File: src/rtl/shift_pkg.sv
// Shared definitions for the shift sequencer: FSM state encoding and
// shift-direction constants.
package shift_pkg;

  typedef enum logic [2:0] {
    IDLE    = 3'd0,
    LOAD    = 3'd1,
    SHIFT   = 3'd2,
    CAPTURE = 3'd3,
    DONE    = 3'd4
  } state_t;

  localparam logic DIR_LEFT  = 1'b0;
  localparam logic DIR_RIGHT = 1'b1;

endpackage

File: src/rtl/shift_sequencer.sv
// Command-driven sequencer for lrShiftSFR: loads the register, issues N
// single-bit shift strobes, captures the result and hands it downstream.
module shift_sequencer
  import shift_pkg::*;
#(
  parameter int SIZE  = 32,
  parameter int AMT_W = 6
) (
  input  logic             clk,
  input  logic             rst,
  input  logic             cmd_valid,
  output logic             cmd_ready,
  input  logic [SIZE-1:0]  cmd_data,
  input  logic             cmd_dir,
  input  logic [AMT_W-1:0] cmd_amt,
  output logic             sfr_ld,
  output logic             sfr_left,
  output logic             sfr_right,
  output logic [SIZE-1:0]  sfr_d,
  input  logic [SIZE-1:0]  sfr_q,
  output logic             res_valid,
  input  logic             res_ready,
  output logic [SIZE-1:0]  res_data,
  output logic             busy
);

  state_t           state_r;
  state_t           state_n;
  logic             dir_r;
  logic [AMT_W-1:0] amt_r;
  logic [AMT_W-1:0] cnt_r;

  // More than SIZE shifts is indistinguishable from SIZE, so clamp there.
  function automatic logic [AMT_W-1:0] sat_amt(input logic [AMT_W-1:0] amt);
    if (amt > AMT_W'(SIZE)) begin
      return AMT_W'(SIZE);
    end else begin
      return amt;
    end
  endfunction

  // state register
  always_ff @(posedge clk) begin
    if (rst) begin
      state_r <= IDLE;
    end else begin
      state_r <= state_n;
    end
  end

  // next-state decode
  always_comb begin
    state_n = state_r;
    case (state_r)
      IDLE: begin
        if (cmd_valid) state_n = LOAD;
        else           state_n = IDLE;
      end
      LOAD: begin
        if (amt_r == {AMT_W{1'b0}}) state_n = CAPTURE;
        else                        state_n = SHIFT;
      end
      SHIFT: begin
        if (cnt_r == AMT_W'(1)) state_n = CAPTURE;
        else                    state_n = SHIFT;
      end
      CAPTURE: state_n = DONE;
      DONE: begin
        if (res_ready) state_n = IDLE;
        else           state_n = DONE;
      end
      default: state_n = IDLE;
    endcase
  end

  // command capture, shift counter and result register
  always_ff @(posedge clk) begin
    if (rst) begin
      sfr_d    <= {SIZE{1'b0}};
      dir_r    <= DIR_LEFT;
      amt_r    <= {AMT_W{1'b0}};
      cnt_r    <= {AMT_W{1'b0}};
      res_data <= {SIZE{1'b0}};
    end else begin
      case (state_r)
        IDLE: begin
          if (cmd_valid) begin
            sfr_d <= cmd_data;
            dir_r <= cmd_dir;
            amt_r <= sat_amt(cmd_amt);
          end
        end
        LOAD:    cnt_r    <= amt_r;
        SHIFT:   cnt_r    <= cnt_r - AMT_W'(1);
        CAPTURE: res_data <= sfr_q;
        default: ;
      endcase
    end
  end

  // Every control output is a pure decode of registered state.
  assign cmd_ready = (state_r == IDLE);
  assign busy      = (state_r != IDLE);
  assign sfr_ld    = (state_r == LOAD);
  assign sfr_left  = (state_r == SHIFT) && (dir_r == DIR_LEFT);
  assign sfr_right = (state_r == SHIFT) && (dir_r == DIR_RIGHT);
  assign res_valid = (state_r == DONE);

endmodule

File: config.mk
export PLATFORM = sky130hd
export DESIGN_NAME = shift_sequencer
export DESIGN_NICKNAME = d
export VERILOG_FILES = /design/src/rtl/shift_pkg.sv /design/src/rtl/shift_sequencer.sv
export SDC_FILE = /design/constraint.sdc
export NUM_CORES = 1
export LEC_CHECK = 0
export BUFFER_PORTS_ARGS = -buffer_cell sky130_fd_sc_hd__clkbuf_2
export CAP_MARGIN = 20
export CORE_AREA = 2 2 85 87
export CTS_BUF_LIST = sky130_fd_sc_hd__clkbuf_4
export DETAILED_ROUTE_END_ITERATION = 10
export DIE_AREA = 0 0 87 89
export PLACE_DENSITY = 0.77
export SLEW_MARGIN = 5
export SYNTH_ARGS = -nofsm -noshare
export SYNTH_HDL_FRONTEND = slang
export SYNTH_SLANG_ARGS = --single-unit
export TNS_END_PERCENT = 50
File: constraint.sdc
create_clock -name clk -period 3.3 [get_ports clk]
set_input_delay 0.165 -clock clk [delete_from_list [all_inputs] [get_ports clk]]
set_output_delay 0.165 -clock clk [all_outputs]
set_load 0.05 [all_outputs]
==> results by group <==
Critical path
  • Arrival time worst endpoint: approximately 2.0 ns
  • Critical path class: flop to primary output
  • Critical-path top delay cell: dfxtp_1
  • R2R Setup Slk: 1.42 ns
  • Biggest cell delay along the critical path: between 0.5 and 0.6 ns
  • Depth of the most critical reg-to-reg path: 3
  • Count of buffering cells on the critical path with inverters included: 2
  • Required time at the worst-slack endpoint: 3.13 ns
  • Startpoint of the worst register-to-register path: state_r[0]
  • Critical path fanouts, max: 13
  • Startpoint type of the worst setup path: flop
  • Cell chain of the critical path: or3b_1 > inv_1 > clkbuf_2
  • Worst setup path startpoint: state_r[0]
  • Critical Path Sink Type: primary output
  • Worst reg2reg path endpoint: state_r[0]
  • Family with the most delay on the worst path: flip-flops

Finish
  • Share of post-route cells with drive strength above 1: between 20 and 30%
  • Syn-to-layout area delta: 53.8%
  • Number of nets in the final layout: approximately 670

Floorplan
  • Starting utilization of the core area: a little under half
  • Core region area: between 0.006 and 0.007 mm^2
  • Die width: 87 um
  • Die area: ~0.0077 mm^2
  • Vert. Die Dim: 89 um
  • Number of cell rows: 30
  • # IOs: between 100 and 150

Routing
  • DRC violation total after the first TritonRoute iteration: approximately 150
  • Antenna Violating Nets Remaining: 0
  • Pre-antenna DRT Iters: 4
  • Detail-routed via count per cell: about 5.0
  • Routed Wire Length: 9500 um
  • Vias post-DR: roughly 3,400
  • # DRC: 0
  • Average routed wire per standard cell: between 10 and 15 um

STA
  • Worst Max-Slew Pin Slew: 0.905 ns
  • Post-route minimum period: ~2.1 ns
  • Setup repair after global routing missed its margin: false
  • Fin Setup TNS: 0 ns
  • Final hold violation count: 0
  • Fmax: between 0.4 and 0.5 GHz
  • Final Skew: about 0.024 ns
  • Max Transition Viols Final: 0
  • Worst hold margin: roughly 0.44 ns
  • Setup violations, final: 0
  • Rel. slew slack: roughly 40%
  • Fraction of the cycle the final worst path needs: 64.6%

Job
  • Max Cap Violations: 0

Logic synthesis
  • Fraction of synthesized cell area taken by the top area cell type: a little over half
  • Synthesized flop and latch total: 80
  • Register area share after synthesis: 53.0%
  • Cell type with the highest aggregate area in the netlist: dfxtp_1
  • Number of unique standard cell types used by synthesis: 35
  • Cell Area, Synth: between 0.003 and 0.004 mm^2
  • EDFF count, synth: 0
  • Main synth FF type: dfxtp_1
  • Proportion of register bits with asynchronous set or reset after synthesis: 0%
  • Biggest area contributors in the synthesized netlist: dfxtp_1, nand2_1, a21oi_1
  • Avg Inst Size Synth: between 7 and 8 um^2
  • Post-Synthesis Cells: around 380
  • Syn. warnings: 0
  • Synth Net Count: between 400 and 500

Global routing
  • Global-route met3 utilization: slightly above 7%
  • Overall Global Routing Usage: about 24%
  • First-pass GRT wire length: approximately 15,000 um
  • Total congestion overflow: 0
  • Pin count of the biggest net entering global routing: 44
  • Met1 Usage GRT: ~28%
  • Global-route layer with the greatest usage: met2
  • Met2 Resource Use GR: just over 40%
  • Vias in the first global route: 3,310
  • Number of antenna violations at the first check in global routing: 0

Clocking
  • H-tree depth reported by CTS: 3
  • Clk pin slew, worst setup/hold paths: 0.13 ns
  • Source-to-sink clock delay at the later pin of the worst-skew pair: between 0.4 and 0.5 ns
  • Root buffer selected by CTS: clkbuf_4
  • Clock tree from TritonCTS: built
  • Clk sinks: 80
  • Number of buffers inserted during clock tree synthesis: 9
  • Maximum root-to-sink buffer count: 2

Min path
  • Hold path startpoint: cmd_valid
  • Worst min-delay path endpoint: sfr_d[30]
  • Worst hold path type: primary input to flop
  • Hold Crit Depth: 5

Pwr
  • Pleak: ~2.0 nW
  • Pwr dens: 536 mW/mm^2
  • Largest voltage drop on the vdd net: 0.000361 V

Place
  • Estimated wirelength of the detail-placed design: 5340 um
  • Routability-driven placement congestion ratio: roughly 0.83
  • Port-buffer cells: around 140

Status
  • Result of the run: finished clean
## layer usage
| metal | vias up | wire length [um] |
|---|---|---|
| met3 | 27 | 763 |
| met1 | 1544 | 3850 |
| li1 | 1669 | - |
| met5 | - | 0 |
| met2 | 143 | 4660 |
| met4 | 0 | 234 |
## logic make-up (layout without fill, tap and decap cells)
group / count (synthesis) / in the layout / share of synthesized area (%)
AO/OA/AOI/OAI: 89 / 89 / 16.2
XOR/XNOR: 1 / 1 / 0.290
adder cells (fa/ha/maj): 2 / 2 / 0.827
buffers and inverters: 37 / 245 / 4.80
flip-flops: 80 / 80 / 53.0
other: 0 / 1 / 0
AND/OR/NAND/NOR: 175 / 175 / 24.9
## report_power, final
group          switching, mW  leakage (nW)  internal, mW
logic                  0.541          1.32         0.262
registers             0.0751         0.652          1.06
clock network          0.336        0.0712         0.225
## per-stage QoR
stage,area [um^2],worst slack (ns),power [mW],cells,utilization (%)
2_1_floorplan,3020,1.48,1.68,384,-
3_3_place_gp,3770,1.46,1.85,584,56.2
3_5_place_dp,3770,1.38,1.87,584,56.2
4_1_cts,4620,1.14,2.49,671,68.8
5_1_grt,4650,1.07,2.62,672,69.2
6_report,4650,1.17,2.49,673,69.2
## timing repair
item,CTS,global route
buffers inserted,0,0
hold buffers,72,0
gates resized for setup,0,0
hold endpoints to repair,72,0
## sequential cells by signal, indices dropped and copies added (netlist names)
| register | flops |
|---|---|
| cnt_r | 6 |
| state_r | 3 |
| amt_r | 6 |
| sfr_d | 32 |
| res_data | 32 |
| dir_r | 1 |
## how the worst max path moves through the flow
stage,to,slack [ns],cells past startpoint
3_3_place_gp,res_data[9],1.46,3
6_report,sfr_ld,1.17,3
3_5_place_dp,res_data[17],1.38,3
4_1_cts,sfr_ld,1.14,3
2_1_floorplan,res_valid,1.48,3
5_1_grt,sfr_ld,1.07,3
## area by class of cell
cell class | count | area [um^2]
inverter | 8 | 30.0
sequential | 80 | 1600
antenna | 1 | 2.50
multi-input combinational | 267 | 1280
timing repair buffer | 222 | 1510
tap | 80 | 100
clock inverter | 6 | 60.1
clock buffer | 9 | 67.6
fill | 512 | 2070
## Yosys cell counts, types with 5 or more instances
cell	n
a21oi_1	76
nand3b_1	7
dfxtp_1	80
nor2_1	7
buf_2	5
nor3_1	5
clkbuf_1	24
inv_1	8
nand2_1	140
## tightest hold or removal path: stages
cell and delay, ns:
clkbuf_2 0.09, nor4b_2 0.16, buf_4 0.25, nand2_1 0.11
a21oi_1 0.05
## layout by cell type (no fill, tap or decap), types with 2 or more instances in the layout
master           n
and2_1           2
nor3_1           5
nor2_1           7
dfxtp_1         80
dlygate4sd3_1   72
buf_4            5
nand2_1        140
a21oi_1         76
clkbuf_2       144
clkbuf_4         9
or4_1            2
clkinv_1         2
a31oi_1          2
nand3b_1         7
o21ai_0          2
ha_1             2
nor3b_1          2
inv_1            8
Power figures use the tool's default switching activity.
